[src/rtl/timer_counter_param_pkg.sv]
// Shared encodings and parameter legality check for the cascadable digit timer.
// Pure declarations: no latency, no flow control.
package timer_counter_param_pkg;

    typedef enum logic {
        ARMED   = 1'b0,
        EXPIRED = 1'b1
    } tcp_state_e;

    localparam logic DIR_UP        = 1'b0;
    localparam logic DIR_DN        = 1'b1;
    localparam logic MODE_PERIODIC = 1'b0;
    localparam logic MODE_ONESHOT  = 1'b1;

    // MAX_COUNT must be reachable in WIDTH bits and leave a non-empty period.
    function automatic bit tcp_params_legal(input int unsigned w, input int unsigned m);
        longint unsigned limit;
        limit = (longint'(1) << w) - 1;
        return (w >= 1) && (w <= 31) && (m >= 1) && (longint'(m) <= limit);
    endfunction

endpackage

[src/rtl/timer_counter_param.sv]
// Up/down digit counter, periodic or one-shot; tempo/end_time/done registered (1 cycle), carry combinational.
// No backpressure: E is the only throttle, and carry feeds E of the next cascaded stage.
module timer_counter_param
    import timer_counter_param_pkg::*;
#(
    parameter int unsigned WIDTH     = 4,
    parameter int unsigned MAX_COUNT = 9
) (
    input  logic             clkt,
    input  logic             R,
    input  logic             E,
    input  logic             clr,
    input  logic             load,
    input  logic [WIDTH-1:0] load_val,
    input  logic             dir,
    input  logic             mode,
    output logic [WIDTH-1:0] tempo,
    output logic             end_time,
    output logic             done,
    output logic             carry
);

    generate
        if (!tcp_params_legal(WIDTH, MAX_COUNT)) begin : g_bad_params
            $error("timer_counter_param: MAX_COUNT must satisfy 1 <= MAX_COUNT <= 2^WIDTH-1");
        end
    endgenerate

    localparam logic [WIDTH-1:0] MAXV = WIDTH'(MAX_COUNT);
    localparam logic [WIDTH-1:0] ONE  = WIDTH'(1);

    logic [WIDTH-1:0] tempo_q, tempo_d;
    logic             end_q, end_d;
    tcp_state_e       state_q, state_d;
    logic [WIDTH-1:0] terminal;
    logic [WIDTH-1:0] reload;
    logic             at_terminal;

    assign terminal    = (dir == DIR_DN) ? '0 : MAXV;
    assign reload      = (dir == DIR_DN) ? MAXV : '0;
    assign at_terminal = (tempo_q == terminal);

    always_comb begin
        tempo_d = tempo_q;
        state_d = state_q;
        end_d   = 1'b0;
        if (clr) begin
            tempo_d = reload;
            state_d = ARMED;
        end else if (load) begin
            tempo_d = (load_val > MAXV) ? MAXV : load_val;
            state_d = ARMED;
        end else if (E && (state_q == ARMED)) begin
            if (!at_terminal) begin
                tempo_d = (dir == DIR_DN) ? (tempo_q - ONE) : (tempo_q + ONE);
            end else begin
                end_d = 1'b1;
                // One-shot parks on the terminal value instead of reloading.
                if (mode == MODE_ONESHOT) begin
                    state_d = EXPIRED;
                end else begin
                    tempo_d = reload;
                end
            end
        end
    end

    always_ff @(posedge clkt or posedge R) begin
        if (R) begin
            tempo_q <= '0;
            end_q   <= 1'b0;
            state_q <= ARMED;
        end else begin
            tempo_q <= tempo_d;
            end_q   <= end_d;
            state_q <= state_d;
        end
    end

    assign tempo    = tempo_q;
    assign end_time = end_q;
    assign done     = (state_q == EXPIRED);
    assign carry    = E && (state_q == ARMED) && at_terminal;

endmodule
[config.mk]
export PLATFORM = sky130hd
export DESIGN_NAME = timer_counter_param
export DESIGN_NICKNAME = d
export VERILOG_FILES = /design/src/rtl/timer_counter_param_pkg.sv /design/src/rtl/timer_counter_param.sv
export SDC_FILE = /design/constraint.sdc
export NUM_CORES = 1
export LEC_CHECK = 0
export ABC_CLOCK_PERIOD_IN_PS = 2300
export BUFFER_PORTS_ARGS = -buffer_cell sky130_fd_sc_hd__buf_2
export CAP_MARGIN = 10
export CORE_AREA = 2 2 39 41
export CTS_BUF_LIST = sky130_fd_sc_hd__clkbuf_16
export DETAILED_ROUTE_END_ITERATION = 10
export DIE_AREA = 0 0 41 43
export SYNTH_ARGS = -nofsm -noshare
export SYNTH_HDL_FRONTEND = slang
export SYNTH_SLANG_ARGS = --single-unit
[constraint.sdc]
create_clock -name clkt -period 2.3 [get_ports clkt]
set_clock_uncertainty 0.05 [all_clocks]
set_input_delay 0.46 -clock clkt [delete_from_list [all_inputs] [get_ports clkt]]
set_output_delay 0.46 -clock clkt [all_outputs]
set_load 0.02 [all_outputs]
# Yosys cells after proc, flatten, opt, wreduce, memory -nomap -nowiden
# Cells that the tools add are included.
# totals
elab_cells	34
reg_bits	6
out_inout_bits	7
in_bits	11
# op_classes
n_reduce_logical	7
muxes	18
n_bitwise	1
eq_ne	2
order_cmp	1
n_addsub	2
# op_table
operator	n
4-bit 2-to-1 mux	9
1-bit 2-to-1 mux	9
3-bit nonzero test	3
4-bit by 1-bit adder with 4-bit output, second input constant	1
4-bit equality test	1
4-bit > comparator, second input constant	1
4-bit != test, second input constant	1
4-bit by 1-bit subtractor with 4-bit output, second input constant	1
3-bit AND reduction	1
1-bit logical AND	2
2-bit AND reduction	1
1-bit NOT	1

# Depth between registers and ports, before layout
# logic_depth
word_depth	6
mapped_depth	6
mapped_depth_nobuf	6

# Least setup slack after synthesis
# No wires, ideal clock.
# synth_timing
path_type	reg2reg
from	reg tempo_q[2] (netlist: tempo[2])
to	reg tempo_q[3] (netlist: tempo[3])
setup_slack_ps	578
arrival_ps	1537
stages_incl_launch_ff	7
synth_period_minus_slack_ps	1722
t_required_ps	2115
cell_sequence	dfrtp_1 ha_1 nand3_1 and2_1 and4_2 nor3_1 o31ai_1
# synth_via
elab_chain_cells	6
word_cells_on_any_way	10
cone_classes	2 x add/sub; 2 x eq/ne; 5 x mux; 1 x reduce/logical
# synth_lines
element	line	rtl
from (decl)	timer_counter_param.sv:32	logic [WIDTH-1:0] tempo_q, tempo_d;
from (signal assigned)	timer_counter_param.sv:74	tempo_q <= tempo_d;
4-bit by 1-bit adder with 4-bit output or 4-bit by 1-bit subtractor with 4-bit output (tied branches)	timer_counter_param.sv:55	tempo_d = (dir == DIR_DN) ? (tempo_q - ONE) : (tempo_q + ONE);
4-bit 2-to-1 mux	timer_counter_param.sv:55	
4-bit 2-to-1 mux	timer_counter_param.sv:54	if (!at_terminal) begin
4-bit 2-to-1 mux	timer_counter_param.sv:53	end else if (E && (state_q == ARMED)) begin
4-bit 2-to-1 mux	timer_counter_param.sv:50	end else if (load) begin
4-bit 2-to-1 mux	timer_counter_param.sv:47	if (clr) begin
# Several ways; a longest one is shown, not always the timed one. The select of a mux whose other input is x is not followed.
# A chain may end at the register's enable or synchronous reset.

# Final worst setup path
# layout_timing
from	reg tempo_q[0] (netlist: tempo[0])
to	out carry
# layout_via
elab_chain_cells	2
# layout_lines
element	line	rtl
4-bit equality test	timer_counter_param.sv:41	assign at_terminal = (tempo_q == terminal);
1-bit logical AND	timer_counter_param.sv:83	assign carry = E && (state_q == ARMED) && at_terminal;
to (decl)	timer_counter_param.sv:20	output logic carry
# No other way between the ends.

==> flow_metrics.env <==
export IMPL_route_detailed_drc=0
export IMPL_total_power_w=0.000541
export IMPL_synth_cell_type_count=29
export IMPL_cp_start_kind="register"
export IMPL_post_cts_resized=0
export IMPL_worst_slack_ns=0.319
export IMPL_end_kind="output port"
export IMPL_report_final_hold_viol_count=0
export IMPL_vias=490
export IMPL_worst_pin_slew_ns=0.340
export IMPL_tns_ns=0
export IMPL_crit_family="flip-flops"
export IMPL_outcome="completed"
export IMPL_ir_drop_mv=0.441
export IMPL_via_per_inst=5.38
export IMPL_cp_num_buf_inv=1
export IMPL_critical_path_class="register to output port"
export IMPL_grt_max_degree=9
export IMPL_yosys_area_top_type="dfrtp_1"
export IMPL_fp_row_count=14
export IMPL_antenna_found_initial=0
export IMPL_cts_made_buffers=3
export IMPL_cts_setup_buffers=0
export IMPL_drt_iter0_markers=8
export IMPL_postSynthCellCount=55
export IMPL_grt_pass1_wl_mm=1.88
export IMPL_power_density_nw_per_um2=802
export IMPL_dp_cells=88
export IMPL_synthTopCellsByArea="dfrtp_1, ha_1, inv_1"
export IMPL_drt_wl_total_mm=1.12
export IMPL_drtAntennaViolNets=0
export IMPL_port_buffers=17
export IMPL_finalNonFillerCells=91
export IMPL_path_max_fanout=8
export IMPL_clk_latency_ns=0.23
export IMPL_firstDrtPassIters=4
export IMPL_cts_sinks=6
export IMPL_r2r_slack_ns=0.58
export IMPL_wire_per_inst_um=12.3
export IMPL_cp_arrival_ns=1.47
export IMPL_fp_dieW_um=41
export IMPL_p_leak_nw=0.321
export IMPL_setup_viol=0
export IMPL_slowest_stage="dfrtp_1"
export IMPL_nNetsFinal=91
export IMPL_rsz0062_at_grt="no"
export IMPL_dieArea_um2=1760
export IMPL_grt_util_all_layers=0.161
export IMPL_cts_reportedPaths_clkPinSlew_ns=0.03
export IMPL_synth_avg_cell_area_um2=8.99
export IMPL_pre_cts_ws_ns=0.358
export IMPL_cts_root_buf="clkbuf_16"
export IMPL_cts_path_max_buffers=2
export IMPL_hpwl_um=871
export IMPL_synth_area_um2=494
export IMPL_syn_nets=69
export IMPL_relSlewSlack=0.774
export IMPL_core_um2=1380
export IMPL_max_stage_delay_ns=0.46
export IMPL_cts_tree="yes"
export IMPL_die_y_um=43
export IMPL_pin_count=18
export IMPL_start_util=0.357
export IMPL_layout_min_cycle_time_ns=1.98
export IMPL_areaGrowthSynthToFinish_pct=36.5
export IMPL_gr_total_overflow=0
export IMPL_drive_gt1_frac=0.373
export IMPL_synth_seq_cells=6
export IMPL_final_period_utilization=0.862
export IMPL_gp_congestion=0.728
export IMPL_drv_slew=0
export IMPL_yosysWarnings=0
export IMPL_grt_pass1_vias=445
export IMPL_h_tree_depth=1
export IMPL_fmax_mhz=505
export IMPL_cts_hold_buffers_added=0
export IMPL_critical_path_required_ns=1.79
export IMPL_min_path_type="input port to asynchronous set/reset pin"
export IMPL_path_cells="and3b_4 > o21ai_2 > nor2_1 > buf_2"
export IMPL_n_antenna_cell=0
export IMPL_seq_area_frac_synth=0.304
export IMPL_drv_cap=0
export IMPL_yosysTopAreaCellShare=0.304
path summary, 6_finish.rpt:
path                                      start                    to  depth (start not counted)
max                        tempo[0]$_DFFE_PP0P_                 carry                          4
min in group clkt                           clr  tempo[0]$_DFFE_PP0P_                          2
min                                           R  tempo[0]$_DFFE_PP0P_                          2
min reg2reg                    done$_DFFE_PP0P_      done$_DFFE_PP0P_                          2
max in group asynchronous                     R  tempo[1]$_DFFE_PP0P_                          2
max reg2reg                tempo[2]$_DFFE_PP0P_  tempo[3]$_DFFE_PP0P_                          6
through the flow:
step / hold slack (ns) / cell area [µm²] / utilization
final: 0.0899 / 674 / 0.487
after global routing: 0.110 / 674 / 0.487
after CTS: 0.0992 / 674 / 0.487
after detailed placement: 0.338 / 599 / 0.433
after global placement: 0.335 / 599 / 0.433
after floorplan: 0.201 / 494 / -
routing by layer:
layer	up-vias	track usage	wire length (µm)
met5	-	0	0
li1	246	-	-
met2	9	0.234	575
met4	0	0.0600	0
met3	0	0.0628	43
met1	235	0.209	498
cells in the final DEF (no fill, tap or decap), types with 2 or more instances in the layout:
cell type,n
nor3_1,3
clkbuf_16,3
inv_1,6
nor2_1,6
o31ai_1,3
dfrtp_1,6
nand2_1,5
ha_1,2
buf_2,17
a21oi_1,2
o21ai_0,2
cell usage after synthesis:
cell type / number
o21ai_0: 2
a31oi_1: 1
a21oi_1: 2
a221oi_2: 1
a32oi_1: 1
inv_1: 6
and4_2: 1
and2_1: 1
nand2_1: 5
o211ai_2: 1
dfrtp_1: 6
a22oi_1: 1
a31oi_4: 1
and3b_4: 1
fa_1: 1
nor2_1: 6
and3_1: 1
a211oi_1: 1
xnor2_1: 1
or2_2: 1
a221oi_1: 1
o31ai_1: 3
ha_1: 2
o21a_1: 1
nor3b_2: 1
o22ai_1: 1
nor3_1: 3
nand3_1: 1
o21ai_2: 1
cell type report:
type	instances	area, µm²
sequential	6	150
clock buffer	3	75.1
multi-input combinational	43	322
tap	16	20.0
fill	137	709
timing repair buffer	17	85.1
inverter	6	22.5
worst reg2reg max path, stage by stage (launching register included):
cell,delay (ns)
dfrtp_1,0.41
ha_1,0.34
a21oi_1,0.21
and2_1,0.17
and4_2,0.22
nor3_1,0.05
o31ai_1,0.19
logic make-up (layout without fill, tap and decap cells):
group                    after synthesis  after routing  share of synthesized area
AND/OR/NAND/NOR                       21             21                      0.233
AO/OA/AOI/OAI                         18             18                      0.309
flip-flops                             6              6                      0.304
buffers and inverters                  6             26                     0.0456
adder cells (fa/ha/maj)                3              3                     0.0911
XOR/XNOR                               1              1                     0.0177
power breakdown:
part           total (W)  internal [W]  switching, W
logic           0.000132     0.0000563     0.0000759
clock network   0.000277      0.000223     0.0000539
registers       0.000132      0.000116     0.0000164
total           0.000541      0.000395      0.000146
flip-flops by register name (all words and copies together), names as in the netlist:
register / cells
done: 1
end_time: 1
tempo: 4
Power figures use the tool's default switching activity.
